`src/rtl/button_conditioner.sv`:
```
// button_conditioner: conditions three raw active-low pushbuttons into clean
// active-high levels and single-cycle press strobes. Each key passes through
// a two-flop synchronizer and a four-state debounce FSM. A change is accepted
// only after the synchronized value has disagreed with the stable state for
// CNT_MAX+1 consecutive samples.
module button_conditioner #(
  parameter logic [19:0] CNT_MAX = 20'd500000
) (
  input  logic       Clk,
  input  logic       Reset,
  input  logic [2:0] KEY,
  output logic       Reset_h,
  output logic       Run,
  output logic       Continue,
  output logic       Run_pulse,
  output logic       Continue_pulse
);

  // The pending states count up to this value before committing a change.
  localparam logic [19:0] CntLast = CNT_MAX - 20'd1;

  typedef enum logic [1:0] {
    RELEASED,
    PRESS_PENDING,
    PRESSED,
    RELEASE_PENDING
  } state_t;

  // Synchronizer stages. A value of 1 means the key is released.
  logic [2:0]  meta_q;
  logic [2:0]  sync_q;

  // Per-channel debounce state.
  state_t      state_q [3];
  state_t      state_d [3];
  logic [19:0] cnt_q   [3];
  logic [19:0] cnt_d   [3];

  // Registered outputs. Only the Run and Continue channels produce strobes.
  logic [2:0]  level_q;
  logic [2:0]  level_d;
  logic [2:1]  pulse_q;
  logic [2:1]  pulse_d;

  // Two-flop synchronizer that brings the asynchronous keys into the Clk domain.
  // Reset loads 1 (released), so a key held during reset shows up as a fresh press.
  always_ff @(posedge Clk) begin
    if (Reset) begin
      meta_q <= 3'b111;
      sync_q <= 3'b111;
    end else begin
      meta_q <= KEY;
      sync_q <= meta_q;
    end
  end

  // State, counter and output registers for all three channels.
  always_ff @(posedge Clk) begin
    if (Reset) begin
      for (int ch = 0; ch < 3; ch++) begin
        state_q[ch] <= RELEASED;
        cnt_q[ch]   <= '0;
      end
      level_q <= '0;
      pulse_q <= '0;
    end else begin
      for (int ch = 0; ch < 3; ch++) begin
        state_q[ch] <= state_d[ch];
        cnt_q[ch]   <= cnt_d[ch];
      end
      level_q <= level_d;
      pulse_q <= pulse_d;
    end
  end

  // Debounce next-state logic. Any sample that agrees with the stable state
  // aborts a pending change. The counter is cleared on every state change and
  // stops at CntLast, so it can never wrap.
  always_comb begin
    for (int ch = 0; ch < 3; ch++) begin
      state_d[ch] = state_q[ch];
      cnt_d[ch]   = cnt_q[ch];
      case (state_q[ch])
        RELEASED: begin
          if (!sync_q[ch]) begin
            state_d[ch] = PRESS_PENDING;
            cnt_d[ch]   = '0;
          end
        end
        PRESS_PENDING: begin
          if (sync_q[ch]) begin
            state_d[ch] = RELEASED;
            cnt_d[ch]   = '0;
          end else if (cnt_q[ch] == CntLast) begin
            state_d[ch] = PRESSED;
            cnt_d[ch]   = '0;
          end else begin
            cnt_d[ch]   = cnt_q[ch] + 20'd1;
          end
        end
        PRESSED: begin
          if (sync_q[ch]) begin
            state_d[ch] = RELEASE_PENDING;
            cnt_d[ch]   = '0;
          end
        end
        RELEASE_PENDING: begin
          if (!sync_q[ch]) begin
            state_d[ch] = PRESSED;
            cnt_d[ch]   = '0;
          end else if (cnt_q[ch] == CntLast) begin
            state_d[ch] = RELEASED;
            cnt_d[ch]   = '0;
          end else begin
            cnt_d[ch]   = cnt_q[ch] + 20'd1;
          end
        end
        default: begin
          state_d[ch] = RELEASED;
          cnt_d[ch]   = '0;
        end
      endcase
    end
  end

  // Output next values are derived from the next state. This keeps the registered
  // level aligned with the state register rather than one cycle behind it. A
  // strobe fires only on a committed press, never on release or on recovery
  // from a release glitch.
  always_comb begin
    level_d = '0;
    pulse_d = '0;
    for (int ch = 0; ch < 3; ch++) begin
      level_d[ch] = (state_d[ch] == PRESSED) || (state_d[ch] == RELEASE_PENDING);
    end
    for (int ch = 1; ch < 3; ch++) begin
      pulse_d[ch] = (state_q[ch] == PRESS_PENDING) && (state_d[ch] == PRESSED);
    end
  end

  assign Reset_h        = Reset | level_q[0];
  assign Run            = level_q[1];
  assign Continue       = level_q[2];
  assign Run_pulse      = pulse_q[1];
  assign Continue_pulse = pulse_q[2];

endmodule

```
`config.mk`:
```
export PLATFORM = sky130hd
export DESIGN_NAME = button_conditioner
export DESIGN_NICKNAME = d
export VERILOG_FILES = /design/src/rtl/button_conditioner.sv
export SDC_FILE = /design/constraint.sdc
export NUM_CORES = 1
export LEC_CHECK = 0
export CELL_PAD_IN_SITES_DETAIL_PLACEMENT = 1
export CELL_PAD_IN_SITES_GLOBAL_PLACEMENT = 2
export CORE_MARGIN = 8
export CORE_UTILIZATION = 34
export CTS_CLUSTER_DIAMETER = 120
export DETAILED_ROUTE_END_ITERATION = 10
export HOLD_SLACK_MARGIN = 0.08
export PLACE_DENSITY = 0.83
export SLEW_MARGIN = 40
export SYNTH_ARGS = -nofsm -noshare
export SYNTH_HDL_FRONTEND = slang
export SYNTH_SLANG_ARGS = --single-unit
```
`constraint.sdc`:
```
create_clock -name Clk -period 2.5 [get_ports Clk]
set_clock_uncertainty 0.2 [all_clocks]
set_input_delay 0.75 -clock Clk [delete_from_list [all_inputs] [get_ports Clk]]
set_output_delay 0.75 -clock Clk [all_outputs]
set_load 0.1 [all_outputs]
```
Word-level counts from Yosys, hierarchy flattened
Memory sizes are Yosys's and may differ from the RTL's.
Index checks and enable logic that the tools add are counted.

word-level totals
  memories kept = 2
  latch bits = 0
  memory bits (writable) = 66
  flip-flop bits (word level) = 11
  output and inout port bits = 5
  bits in read-only memories = 0
  input port bits = 5

memory list
  memory   depth  bits a word  read ports  clocked after Yosys merged registers in  wr ports  line  text
  cnt_q    3      20           3           0                                        3         36    logic [19:0] cnt_q [3];
  state_q  3      2            3           0                                        3         34    state_t state_q [3];

cells by class
  multiply operators = 0
  $add $sub $neg = 3
  equality and inequality tests = 18
  reductions and logical operators = 8
  bitwise gates (word level) = 7
  divide/modulo/power cells = 0
  shift-type cells = 0
  multiplexer cells = 48
  $lt $le $gt $ge = 0

operators by type and width
  cell                                                                      count
  20-bit 2-to-1 mux                                                         18
  20-bit case mux with 4 select lines                                       3
  20-bit by 1-bit adder with 20-bit output (second input constant)          3
  20-bit by 19-bit equality test with 1-bit output (second input constant)  3
  2-bit 2-to-1 mux                                                          21
  2-bit equality test (second input constant)                               12
  2-bit case mux with 4 select lines                                        3
  1-bit OR                                                                  7
  2-bit by 1-bit equality test with 1-bit output (second input constant)    3
  2-bit zero test                                                           3
  1-bit logical OR                                                          3
  1-bit 2-to-1 mux                                                          3
  1-bit logical AND                                                         2

Depth between registers and ports, before layout
Gate-level depths: netlist (run 1).

  depth in word-level cells = 6
  gate-level depth with buffers = 8

Worst setup path before layout (run 1)
No wires, ideal clock.

  path type = input to output
  start = input port Reset
  end = output port Reset_h
  required time = 1.550 ns
  path buffers = 3
  setup slack = -0.429 ns
  stages = 4
  arrival = 1.979 ns
  cells stage by stage = clkbuf_1 -> clkbuf_1 -> clkbuf_1 -> or2_2

on the way
  longest elaborated chain between the ends = 1

ends and longest elaborated chain
  item                line  text
  start: declaration  10    input logic Reset,
  1-bit OR            141   assign Reset_h = Reset | level_q[0];
  end: declaration    12    output logic Reset_h,

Every way passes these cells.

Worst setup path after layout (run 1)
Same ends and word-level chain as after synthesis.

==> impl_metrics.ini, run 1 <==
[clocking]
cts_max_level = 3
clk-insertion-delay-late_ns = 0.37
clkSinkCount = 75
cts_buffers = 9
root_buffer = clkbuf_8
hold_buffers = 0
cts_tree = yes
clk_pin_slew_ns = 0.09
clk_path_buf_depth = 2

[power]
seqPwrFrac_pct = 53.4
power.total_mw = 2.256
power_leakage_nw = 1.496
intPower_mw = 1.699
p_clk_share_pct = 42.7
combPwrFrac_pct = 3.9
p_switching_mw = 0.5571
power_per_cell_area_nw_per_um2 = 539.5
power.share.switching_pct = 24.69
vdd_drop_max_mv = 0.3994

[synthesis]
synth_top_area_cell = dfxtp_1
synth_cells = 429
postSynthAreaPerCell_um2 = 8.519
synth-seq-area-share_pct = 41.08
synth-seq-cells = 75
synth.net_count = 437
synth_top_area_share_pct = 41.08
ys.warnings.count = 0
synth.distinct_cells = 49
synth_area_leaders = dfxtp_1 (41%), a31oi_1 (4.6%), a21oi_1 (4.4%)
syn_area_um2 = 3655

[detailed_routing]
first_pass_iters = 4
drc = 0
num_vias = 3296
drt_iter0_markers = 116
wl_met3_um = 221
top_layer_used = met4
route.met2.wl_mm = 4.112
wl_mm = 9.005
avgRoutedWirePerCell_um = 15.16
wl_met1_mm = 4.450
ant_nets = 0
routed_via_density = 5.549

[floorplanning]
core_area_um2 = 10650
die-area_um2 = 14320
ios = 10
die_x_um = 119.7
initial_utilization_pct = 34.32
die_y_um = 119.7
rows = 38

[status]
status = completed

[critical_path]
crit_path_cell_trace = dlygate4sd2_1 -> or2_4 -> buf_12
reg2reg_setup_slack_ns = 0.21
r2r-end = cnt_q[0][14]$_SDFFE_PP0P_
r2r-start = cnt_q[0][9]$_SDFFE_PP0P_
worstPathArrival_ns = 1.50
cp_slowest_stage_delay_ns = 0.29
critPathTopFamily = buffers and inverters
crit_path_end_kind = output pin
critical_path.startpoint_type = input pin
cp_slowest_cell = or2_4
critPathBufInv = 2
required_ns = 1.55
crit_type = input pin to output pin
reg2regPathDepth = 6
crit_path_max_fanout = 4

[placement]
port_buffers = 9
gp_congestion = 0.7592
post-place-ws_ns = -0.1696
dpl.hpwl_mm = 6.396
dpl-instance-area_um2 = 3983
placed_cells = 578

[timing]
timing.final.crit_share_pct = 97.95
timing.hold.ws_ns = 0.2163
tightest_slew_ns = 0.6932
drv_slew = 0
period_needed_ns = 2.449
max_slew_margin_pct = 53.53
finalSetupViolCount = 0
timing.final.ws_setup_ns = 0.05114
finalHoldViolCount = 0
rsz0062_at_grt = no
fmax_mhz = 408.4

[cells_and_area]
final_area_um2 = 4182
n_antenna_cell = 0
final_cell_mix = dfxtp_1 (75), nor2_1 (38), nand2_1 (35)
fin_cells = 594
final_nets = 457
final_common_cell = dfxtp_1
area_delta_synth_final_pct = 14.41
drive_gt1_share_pct = 13.00

[global_routing]
grt_pass1_wl_mm = 15.94
antenna_found_initial = 0
grt_overflow = 0
grt_max_degree = 23
grt_pass1_vias = 3344
grt_usage_pct = 13.34

[hold_path]
min_from = meta_q[2]$_SDFF_PP1_
hold_end = sync_q[2]$_SDFF_PP1_
hold_path_class = register to register
min_delay_path_depth = 1

[run]
drv_cap = 0
-- kinds of logic after synthesis --
family / count (synthesis) / synth area share [%]
AOI/OAI and AO/OA: 114 / 20.37
buffers and inverters: 24 / 3.492
and+or+nand+nor: 195 / 29.24
muxes: 8 / 2.191
adders and majority gates: 3 / 1.027
xor gates and xnor gates: 10 / 2.602
DFF: 75 / 41.08
-- how the worst max path moves through the flow --
stage,start,depth (start not counted),end
after detailed placement,Reset,3,Reset_h
final,Reset,3,Reset_h
after global routing,Reset,3,Reset_h
after floorplan,level_q[2]$_SDFF_PP0_,7,cnt_q[0][53]$_SDFFE_PP0P_
after CTS,Reset,3,Reset_h
after global placement,Reset,5,cnt_q[0][52]$_SDFFE_PP0P_
-- worst reg2reg max path, delay by kind of cell, from the launching register on --
family	cells	cell delay, ns
buf+inv	1	0.20
simple gates	3	1.05
flops	1	0.37
compound gates	2	0.37
-- synthesized netlist by cell type, drive strengths merged --
| cell type | count |
|---|---|
| a211oi | 3 |
| a21o | 9 |
| a21oi | 32 |
| a221o | 2 |
| a22o | 16 |
| a22oi | 3 |
| a31oi | 27 |
| a41oi | 2 |
| and2 | 3 |
| and3 | 13 |
| and3b | 3 |
| and4 | 4 |
| buf | 12 |
| clkbuf | 6 |
| dfxtp | 75 |
| ha | 3 |
| inv | 6 |
| mux2i | 8 |
| nand2 | 35 |
| nand2b | 6 |
| nand3 | 33 |
| nand4 | 14 |
| nand4bb | 1 |
| nor2 | 38 |
| nor3 | 12 |
| nor4 | 7 |
| nor4b | 5 |
| o211ai | 1 |
| o21ai | 15 |
| o21bai | 1 |
| o31a | 2 |
| o31ai | 1 |
| or2 | 8 |
| or2b | 2 |
| or3 | 7 |
| or3b | 1 |
| or4 | 2 |
| or4b | 1 |
| xnor2 | 10 |
-- state kept, by name (all words and copies together), names as in the netlist --
signal and count:
state_q 4, sync_q 3, cnt_q 60, meta_q 3, pulse_q 2, level_q 3
-- per-stage QoR --
stage / util (%) / setup TNS [ns]
after floorplan: - / 0
after global placement: 37.35 / -1.756
after detailed placement: 37.39 / -1.162
after CTS: 39.26 / 0
after global routing: 39.26 / 0
final: 39.26 / 0
-- final cells by class --
class                   instances  area (µm²)
fillers                      1300        6469
multi-input cells             330        2046
flip-flops and latches         75        1501
repair buffers                 27       236.5
well taps                     140       175.2
clock buffers                   9       123.9
clock inverters                 7       76.32
inverters                       6       22.52
-- per-layer routing --
layer | GRT usage [%] | vias to the layer above
met1 | 16.73 | 1612
li1 | - | 1638
met3 | 3.006 | 17
met5 | 0 | -
met2 | 21.20 | 29
met4 | 6.557 | 0
-- power groups by stage --
| stage | Sequential [mW] | Combinational (mW) | Clock (mW) |
|---|---|---|---|
| final | 1.20 | 0.0888 | 0.963 |
| after detailed placement | 1.23 | 0.0902 | 0 |
| after floorplan | 1.23 | 0.0618 | 0 |
| after global placement | 1.23 | 0.0866 | 0 |
| after global routing | 1.21 | 0.0968 | 1.06 |
| after CTS | 1.20 | 0.0902 | 1.01 |
-- timing repair --
item,4_1_cts,5_1_grt
endpoints found under the setup margin,1,0
setup buffers,0,0
gates resized for setup,1,0
endpoints found under the hold margin,0,0
Power figures use the tool's default switching activity.
==> inputs of run 2 (changes only) <==
GPL_TIMING_DRIVEN = 0   (was default)
==> run 2 against run 1 <==
- critical path depth increased by 1
- power grew 7.4%
- maximum frequency decreased by 0.65%
- non-clock buffer count decreased by 2
- first-iteration DRC count shrank 18%
- sequential cell count is the same
- utilization increased by 0.39 points
- cell count fell by 0.34%
- combinational power rose by 4.6%
- largest power group unchanged
==> impl_metrics.ini, run 2 (synthesis results as in run 1) <==
[floorplanning]
core_area_um2 = 10650
initial_utilization_pct = 34.32
rows = 38
die_y_um = 119.7
die-area_um2 = 14320
ios = 10
die_x_um = 119.7

[detailed_routing]
drc = 0
drt_iter0_markers = 95
num_vias = 3270
first_pass_iters = 4
wl_mm = 9.481
avgRoutedWirePerCell_um = 16.02
ant_nets = 0
routed_via_density = 5.524

[placement]
placed_cells = 577
dpl.hpwl_mm = 6.615
gp_congestion = 0.7771
post-place-ws_ns = -0.2523
port_buffers = 8
dpl-instance-area_um2 = 3933

[clocking]
cts_buffers = 9
post_cts_buffers = 0
clk-insertion-delay-late_ns = 0.35
root_buffer = clkbuf_8
hold_buffers = 0
clk_pin_slew_ns = 0.08
cts_tree = yes
cts_max_level = 3
clk_path_buf_depth = 2
clkSinkCount = 75

[critical_path]
worstPathArrival_ns = 1.51
crit_type = input pin to output pin
crit_path_end_kind = output pin
critical_path.startpoint_type = input pin
required_ns = 1.55
reg2reg_setup_slack_ns = 0.16
crit_path_max_fanout = 19

[timing]
timing.final.crit_share_pct = 98.59
period_needed_ns = 2.465
max_slew_margin_pct = 53.48
timing.final.ws_setup_ns = 0.03523
drv_slew = 0
finalSetupViolCount = 0
tightest_slew_ns = 0.6924
timing.hold.ws_ns = 0.2142
rsz0062_at_grt = no
tns_ns = 0
finalHoldViolCount = 0
fmax_mhz = 405.7

[cells_and_area]
regArea_um2 = 1501
multi_input_comb_area_um2 = 2087
drive_gt1_share_pct = 11.50
reg.largest.list = cnt_q x60, state_q x4
fill_cells = 1313
final_common_cell = dfxtp_1
final_area_um2 = 4223
area_delta_synth_final_pct = 15.54
final_nets = 455
n_antenna_cell = 0
final_cell_mix = dfxtp_1 (75), nor2_1 (38), nand2_1 (35)
largest_reg_flops = 60
fin_cells = 592
top_register = cnt_q

[power]
power_leakage_nw = 1.514
power_per_cell_area_nw_per_um2 = 573.7
vdd_drop_max_mv = 0.2855

[run]
drv_cap = 0

[hold_path]
hold_path_class = register to register

[status]
status = completed

[global_routing]
grt_usage_pct = 13.55
grt_overflow = 0
grt_max_degree = 20
grt_pass1_wl_mm = 16.10
grt_pass1_vias = 3344
antenna_found_initial = 0
==> run 2: changes by cell type in the layout (fill, tap and decap cells not counted), sizes merged <==
cell | before | now
buf | 23 | 17
bufinv | 1 | 3
clkbuf | 9 | 17
clkinv | 3 | 1
clkinvlp | 2 | 0
dlygate4sd2 | 1 | 0
inv | 7 | 6
==> run 2: critical path, cell delays in order <==
cell       delay, ns
clkbuf_8        0.15
clkbuf_16       0.19
or2_4           0.25
buf_12          0.17
==> run 2: per-stage QoR <==
stage | power, mW | util (%)
2_1_floorplan | 1.293 | -
3_3_place_gp | 1.320 | 37.02
3_5_place_dp | 1.324 | 36.92
4_1_cts | 2.461 | 39.24
5_1_grt | 2.509 | 39.65
6_report | 2.422 | 39.65
==> run 2: area by class of cell <==
class / instances / share of cell area (%)
multi-input combinational: 330 / 49.42
sequential: 75 / 35.56
tap: 140 / 4.148
clock buffer: 12 / 3.200
buffer: 17 / 3.141
clock inverter: 4 / 2.341
timing repair buffer: 8 / 1.659
inverter: 6 / 0.5333
==> run 2: worst paths after layout <==
path                                                start                         to  depth (start not counted)
worst max-delay path                                Reset                    Reset_h                          4
worst min-delay path                 meta_q[1]$_SDFF_PP1_       sync_q[1]$_SDFF_PP1_                          1
worst max register to register  cnt_q[0][40]$_SDFFE_PP0P_  cnt_q[0][42]$_SDFFE_PP0P_                          8
worst min register to register       meta_q[1]$_SDFF_PP1_       sync_q[1]$_SDFF_PP1_                          1
==> run 2: power by group <==
| group | leakage (nW) | internal, mW | switching [mW] |
|---|---|---|---|
| Sequential | 0.606 | 1.20 | 0.00462 |
| Clock | 0.115 | 0.667 | 0.458 |
| Combinational | 0.793 | 0.0359 | 0.0570 |
| Total | 1.51 | 1.90 | 0.520 |
==> run 2: routing by layer <==
metal  vias up  track usage, %  share of wire (%)
met5         -               0                  0
met4         0           6.011                1.7
met3        10           2.161                1.8
met2        21           22.14                 47
met1      1599           17.27                 49
li1       1640               -                  -
==> run 2: repair_timing <==
action,CTS,global route
setup endpoints to repair,1,25
gates resized for setup,5,5
pin swaps,0,1
